## src/rtl/alu_frame_pkg.sv

```systemverilog
// Shared types for the UART<->ALU frame sequencer: FSM states, opcode set, opcode check.
package alu_frame_pkg;

  localparam int OP_W = 6;

  typedef enum logic [2:0] {
    GET_A  = 3'd0,
    GET_B  = 3'd1,
    GET_OP = 3'd2,
    EXEC   = 3'd3,
    SEND   = 3'd4
  } state_t;

  localparam logic [OP_W-1:0] OP_ADD = 6'h20;
  localparam logic [OP_W-1:0] OP_SUB = 6'h22;
  localparam logic [OP_W-1:0] OP_AND = 6'h24;
  localparam logic [OP_W-1:0] OP_OR  = 6'h25;
  localparam logic [OP_W-1:0] OP_XOR = 6'h26;
  localparam logic [OP_W-1:0] OP_NOR = 6'h27;
  localparam logic [OP_W-1:0] OP_SRA = 6'h03;
  localparam logic [OP_W-1:0] OP_SRL = 6'h02;

  function automatic logic is_valid_op(input logic [OP_W-1:0] op);
    case (op)
      OP_ADD, OP_SUB, OP_AND, OP_OR,
      OP_XOR, OP_NOR, OP_SRA, OP_SRL: return 1'b1;
      default:                        return 1'b0;
    endcase
  endfunction

endpackage

```

## src/rtl/alu_frame_ctrl_timer.sv

```systemverilog
// Inter-byte timeout counter for alu_frame_ctrl; only built with ALU_FRAME_TIMEOUT_EN.
module frame_timer #(
  parameter int TIMEOUT_CYC = 5_000_000
) (
  input  logic CLK,
  input  logic RESET,
  input  logic clr,
  input  logic en,
  output logic expire
);

  localparam int TW = (TIMEOUT_CYC > 2) ? $clog2(TIMEOUT_CYC) : 1;

  logic [TW-1:0] cnt;

  assign expire = en && (cnt == TW'(TIMEOUT_CYC - 1));

  always_ff @(posedge CLK) begin
    if (!RESET || clr) cnt <= '0;
    else if (en && !expire) cnt <= cnt + 1'b1;
  end

endmodule

```

## src/rtl/alu_frame_ctrl.sv

```systemverilog
// Pops A/B/opcode frames from the RX FIFO, drives registered ALU operands, pushes the result to TX.
// Optional inter-byte timeout abort under macro ALU_FRAME_TIMEOUT_EN.
module alu_frame_ctrl
  import alu_frame_pkg::*;
#(
  parameter int NBIT        = 8,
  parameter int OPW         = OP_W,
  parameter int TIMEOUT_CYC = 5_000_000
) (
  input  logic            CLK,
  input  logic            RESET,
  input  logic            rx_empty,
  input  logic [NBIT-1:0] r_data,
  output logic            rd_uart,
  input  logic            tx_full,
  output logic [NBIT-1:0] w_data,
  output logic            wr_uart,
  output logic [NBIT-1:0] alu_a,
  output logic [NBIT-1:0] alu_b,
  output logic [OPW-1:0]  alu_op,
  input  logic [NBIT-1:0] alu_res,
  output logic            err,
  output logic [7:0]      err_cnt,
  output logic [2:0]      state
);

  if (TIMEOUT_CYC < 2) begin : g_cfg_chk
    $error("alu_frame_ctrl: TIMEOUT_CYC must be at least 2");
  end

  state_t          cur, nxt;
  logic [OPW-1:0]  op_in;
  logic            op_ok;
  logic            tmo_expire;
  logic [NBIT-1:0] res_q;

  assign op_in  = r_data[OPW-1:0];
  assign op_ok  = is_valid_op(OP_W'(op_in));
  assign state  = cur;
  assign w_data = res_q;

`ifdef ALU_FRAME_TIMEOUT_EN
  logic tmo_en, tmo_clr;

  // Only stalls on B/opcode count; any pop or idle GET_A restarts the window.
  assign tmo_en  = ((cur == GET_B) || (cur == GET_OP)) && rx_empty;
  assign tmo_clr = rd_uart || (cur == GET_A);

  frame_timer #(.TIMEOUT_CYC(TIMEOUT_CYC)) u_timer (
    .CLK    (CLK),
    .RESET  (RESET),
    .clr    (tmo_clr),
    .en     (tmo_en),
    .expire (tmo_expire)
  );
`else
  assign tmo_expire = 1'b0;
`endif

  // Strobes are gated by RESET so nothing fires in a reset cycle.
  always_comb begin
    nxt     = cur;
    rd_uart = 1'b0;
    wr_uart = 1'b0;
    err     = 1'b0;
    if (RESET) begin
      case (cur)
        GET_A: if (!rx_empty) begin
          rd_uart = 1'b1;
          nxt     = GET_B;
        end
        GET_B: if (!rx_empty) begin
          rd_uart = 1'b1;
          nxt     = GET_OP;
        end else if (tmo_expire) begin
          err = 1'b1;
          nxt = GET_A;
        end
        GET_OP: if (!rx_empty) begin
          rd_uart = 1'b1;
          if (op_ok) nxt = EXEC;
          else begin
            err = 1'b1;
            nxt = GET_A;
          end
        end else if (tmo_expire) begin
          err = 1'b1;
          nxt = GET_A;
        end
        EXEC: nxt = SEND;
        SEND: if (!tx_full) begin
          wr_uart = 1'b1;
          nxt     = GET_A;
        end
        default: nxt = GET_A;
      endcase
    end
  end

  always_ff @(posedge CLK) begin
    if (!RESET) begin
      cur     <= GET_A;
      alu_a   <= '0;
      alu_b   <= '0;
      alu_op  <= '0;
      res_q   <= '0;
      err_cnt <= '0;
    end else begin
      cur <= nxt;
      if (rd_uart && cur == GET_A)           alu_a  <= r_data;
      if (rd_uart && cur == GET_B)           alu_b  <= r_data;
      if (rd_uart && cur == GET_OP && op_ok) alu_op <= op_in;
      if (cur == EXEC)                       res_q  <= alu_res;
      if (err && err_cnt != 8'hFF)           err_cnt <= err_cnt + 8'd1;
    end
  end

endmodule

```

## config.mk

```make
export PLATFORM = sky130hd
export DESIGN_NAME = alu_frame_ctrl
export DESIGN_NICKNAME = d
export VERILOG_FILES = /design/src/rtl/alu_frame_pkg.sv /design/src/rtl/alu_frame_ctrl_timer.sv /design/src/rtl/alu_frame_ctrl.sv
export SDC_FILE = /design/constraint.sdc
export NUM_CORES = 1
export LEC_CHECK = 0
export BUFFER_PORTS_ARGS = -buffer_cell sky130_fd_sc_hd__buf_2
export CORE_MARGIN = 8
export CORE_UTILIZATION = 48
export DETAILED_ROUTE_END_ITERATION = 12
export HOLD_SLACK_MARGIN = 0.02
export PLACE_DENSITY = 0.79
export SLEW_MARGIN = 0
export SYNTH_ARGS = -nofsm -noshare
export SYNTH_HDL_FRONTEND = slang
export SYNTH_SLANG_ARGS = --single-unit
```

## constraint.sdc

```tcl
create_clock -name CLK -period 1.9 [get_ports CLK]
set_input_delay 0.285 -clock CLK [delete_from_list [all_inputs] [get_ports CLK]]
set_output_delay 0.285 -clock CLK [all_outputs]
set_load 0.1 [all_outputs]
```

# Word level (Yosys, flattened, before mapping)
# Cells that the tools add are included.
[totals]
ff_bits = 41
out_inout_bits = 44
elab_cells = 50
[op_classes]
n_eq_ne = 17
n_reduce_logical = 9
addsub = 1
mux = 17
[ops]
columns = ["op", "n"]
rows = [
  ["$eq 6x6->1 const B", 6],
  ["$pmux 3 s5", 1],
  ["$eq 6x2->1 const B", 2],
  ["$mux 3", 4],
  ["$mux 1", 11],
  ["$add 8x1->8 const B", 1],
  ["$ne 2x2->1 const B", 4],
  ["$ne 8x8->1 const B", 1],
  ["$reduce_or 8->1", 1],
  ["$eq 3x2->1 const B", 2],
  ["$logic_and 1x1->1", 5],
  ["$reduce_and 4->1", 1],
  ["$eq 3x1->1 const B", 1],
  ["$eq 3x3->1 const B", 1],
  ["$logic_not 3->1", 1],
  ["$reduce_or 3->1", 1],
  ["$mux 2", 1],
]

# Logic depth before layout (Yosys ltp)
[logic_depth]
word_depth = 8
depth_mapped = 8
depth_no_buf = 6

# Least setup slack after synthesis
# No wires, ideal clock.
[synth_timing]
path_kind = "reg2out"
from = "register cur[2], in the netlist state[2]"
to = "output wr_uart"
path_buffers = 0
slack_ps = -1544
path_stages_with_launch = 3
arrival_time_ps = 3159
path_cell_list = "dfxtp_1 > nand2_1 > nor3_1"
[synth_between]
elab_chain_len = 3
[synth_lines]
columns = ["item", "line_no", "source"]
rows = [
  ["from (decl)", "alu_frame_ctrl.sv:31", "state_t cur, nxt;"],
  ["from (signal assigned)", "alu_frame_ctrl.sv:109", "cur <= nxt;"],
  ["$eq 3x3->1", "alu_frame_ctrl.sv:67", "case (cur)"],
  ["$mux 1", "alu_frame_ctrl.sv:67", ""],
  ["$mux 1", "alu_frame_ctrl.sv:66", "if (RESET) begin"],
  ["to (decl)", "alu_frame_ctrl.sv:17", "output logic wr_uart,"],
]
# No other way between the ends.

# Worst setup path in the final report
[layout_timing]
from = "register cur[2], in the netlist state[2]"
to = "output err"
[layout_between]
elab_chain_len = 3
[layout_lines]
columns = ["item", "line_no", "source"]
rows = [
  ["$eq 3x2->1", "alu_frame_ctrl.sv:67", ""],
  ["$mux 1", "--", ""],
  ["$mux 1", "alu_frame_ctrl.sv:66", ""],
  ["to (decl)", "alu_frame_ctrl.sv:22", "output logic err,"],
]
# No other way between the ends.

==> impl_metrics.py <==
metrics = {
    "detailed_routing": {
        "met3_length_um": 314,
        "wl_met2_um": 2270,
        "drt_iter0_drc": 70,
        "drc": 0,
        "route.vias.total": 1638,
        "wl_met1_um": 1870,
        "detail_route.wl_per_cell_um": 14.2,
        "drt_pass1_iterations": 4,
        "highest_layer": "met4",
        "wl_um": 4540,
        "ant_nets": 0,
        "vias_per_cell": 5.13,
    },
    "cells_and_area": {
        "area_growth_pct": 35.7,
        "fin_nets": 294,
        "diodes": 0,
        "final_cells": 319,
        "stdcell_area_sq_um": 2270,
        "drive_gt1_frac": 0.381,
    },
    "timing": {
        "max_slew_margin": 0.601,
        "rsz0062_at_grt": "yes",
        "fin_crit_sh": 0.991,
        "period_minus_slack_ns": 1.88,
        "finalClockSkew_ns": 0.00934,
        "worst_slew_pin_slew_ns": 0.597,
        "drv_slew": 0,
        "setup_viol": 0,
        "finalHoldViolations": 0,
        "max_freq_mhz": 531,
    },
    "clock_network": {
        "cts_tree": "yes",
        "cts_buffer_depth": 2,
        "cts.clk_slew.worst_paths_ns": 0.12,
        "cts_root_buf": "clkbuf_4",
        "cts_sinks": 41,
        "clk_latency_ns": 0.35,
        "htree_levels": 2,
        "cts_buffers": 5,
    },
    "worst_setup_path": {
        "worstSetupEndpointType": "output port",
        "crit_type": "flip-flop to output port",
        "cp_data_arrival_time_ns": 1.60,
        "worst_ep_required_time_ns": 1.62,
        "crit_fanout": 3,
        "worstSetupStartpointType": "flip-flop",
    },
    "synthesis": {
        "synth_fp_nets": 222,
        "synth_xor_area_frac": 0,
        "synth_compound_area_frac": 0.130,
        "async_reset_ff_frac": 0,
        "yosysTopAreaCell": "dfxtp_1",
        "yosysMostFrequentCell": "nand2_1",
        "yosys.area_share.simple": 0.273,
        "yosysSeqAreaShare": 0.491,
        "synth_common_cells": "nand2_1 (51), dfxtp_1 (41), o21ai_0 (20), a21oi_1 (15), nor2_1 (11)",
        "yosysUniqueCellTypes": 34,
        "syn_area_sq_um": 1670,
        "ys.flop_type": "dfxtp_1",
        "yosys_warnings": 0,
        "syn_avg_cell_area_sq_um": 8.31,
        "synth-seq-cells": 41,
        "muxShareOfSynthArea": 0.0547,
        "syn-instance-count": 201,
        "synth_top_family_by_area": "simple AND/OR/NAND/NOR gates",
        "synth.area.top_cells": "dfxtp_1 (49%), nand2_1 (11%), o21ai_0 (6.0%)",
        "synth-adder-area-share": 0.00749,
        "synth_top_area_frac": 0.491,
        "synth_edf_count": 0,
    },
    "power": {
        "clkPwrFrac": 0.280,
        "peakVddDrop_v": 0.000621,
        "p_int_mw": 1.17,
        "p_sw_mw": 0.569,
        "power_density_nw_per_um2": 767,
        "seqPwrFrac": 0.518,
        "sw_frac_of_total": 0.327,
        "p_comb_frac": 0.202,
        "power.leakage_nw": 1.01,
    },
    "min_path": {
        "hold_class": "input pin to flip-flop",
    },
    "status": {
        "status": "finished clean",
    },
    "grt": {
        "grt_usage": 0.169,
        "antenna_found_initial": 0,
        "grt_first_pass_wirelength_um": 7270,
        "grt_remaining_overflow": 0,
        "grt_pass1_vias": 1602,
        "grt_start_max_net_pins": 26,
    },
    "die": {
        "top_level_ports": 64,
        "die_w_um": 75.0,
        "dieArea_sq_um": 5620,
        "die_height_um": 75.0,
        "core_sq_um": 3340,
        "start_util": 0.501,
        "num_rows": 21,
    },
    "flow_run": {
        "maxCapViolCount": 0,
    },
    "placed_design": {
        "dpl_cell_area_sq_um": 2150,
        "port_buffers": 63,
        "dp_hpwl_um": 3210,
        "placedCellCount": 308,
        "place_congestion": 0.820,
    },
}
## final timing paths
check                            end  depth (start not counted)                   start  slack [ns]
min            alu_b[6]$_SDFFE_PN0P_                          3               r_data[6]        0.14
max                              err                          5   state[2]$_SDFFE_PN0P_        0.02
max reg2reg  err_cnt[7]$_SDFFE_PN0P_                          7   state[2]$_SDFFE_PN0P_        0.07
min reg2reg   w_data[4]$_SDFFE_PN0P_                          2  w_data[4]$_SDFFE_PN0P_        0.46
## registers in the layout, summed over array words and instances, names as in the netlist
register  count
alu_op        6
err_cnt       8
alu_b         8
state         3
alu_a         8
w_data        8
## cell type report
| cell class | count | area, sq um |
|---|---|---|
| inverters | 7 | 30.0 |
| well taps | 46 | 57.6 |
| repair buffers | 74 | 443 |
| clock buffers | 6 | 62.6 |
| clock inverters | 1 | 5.00 |
| fillers | 292 | 1070 |
| flip-flops and latches | 41 | 842 |
| multi-input cells | 144 | 827 |
## per-stage QoR
stage / utilization / power [mW] / setup WS [ns] / setup TNS [ns] / hold slack (ns)
2_1_floorplan: - / 1.19 / -0.00379 / -0.00379 / 0.394
3_3_place_gp: 0.645 / 1.26 / 0.0590 / 0 / 0.438
3_5_place_dp: 0.645 / 1.27 / 0.0209 / 0 / 0.445
4_1_cts: 0.675 / 1.75 / -0.0185 / -0.0185 / 0.143
5_1_grt: 0.679 / 1.81 / -0.0435 / -0.0808 / 0.149
6_report: 0.679 / 1.74 / 0.0178 / 0 / 0.145
## power groups by stage
stage	registers [mW]	logic, mW	clock network [mW]
3_3_place_gp	0.919	0.343	0
6_report	0.901	0.351	0.487
5_1_grt	0.906	0.369	0.534
2_1_floorplan	1.10	0.0823	0
3_5_place_dp	0.920	0.346	0
4_1_cts	0.901	0.351	0.494
## timing repair
| item | in CTS | in global routing |
|---|---|---|
| buffers inserted | 4 | 1 |
| endpoints found under the hold margin | 0 | 0 |
| hold buffers | 0 | 0 |
| setup endpoints to repair | 1 | 7 |
| pin swaps | 2 | 2 |
| resized for setup | 1 | 1 |
## placed cells by master (no fill, tap or decap), drive strengths merged, types with 2 or more instances in the layout
master  count
nor2       12
buf        74
inv         5
dfxtp      41
nor3        3
nand2      51
mux2i       8
nor4b       3
nor2b       4
nand2b      6
and3        2
clkbuf      6
nand3       6
o21ai      21
a21oi      15
clkinv      2
## critical path, stage by stage (launching register included)
cell        delay, ns
dfxtp_4          0.36
or3b_4           0.39
nor2_4           0.14
o21ai_4          0.09
clkinvlp_4       0.10
buf_12           0.17
## layer usage
metal  global-route usage  vias to the layer above
met4               0.0674                        0
li1                     -                      822
met5                    0                        -
met3               0.0666                       11
met2                0.283                       50
met1                0.187                      755
## cells by family (layout without fill, tap and decap cells)
family          Yosys count  after routing
simple gates             94             94
flops                    41             41
compound gates           40             40
buf+inv                  16             88
mux                       9              9
fa+ha+maj                 1              1
Note: power is estimated with default switching activity, not from simulation.
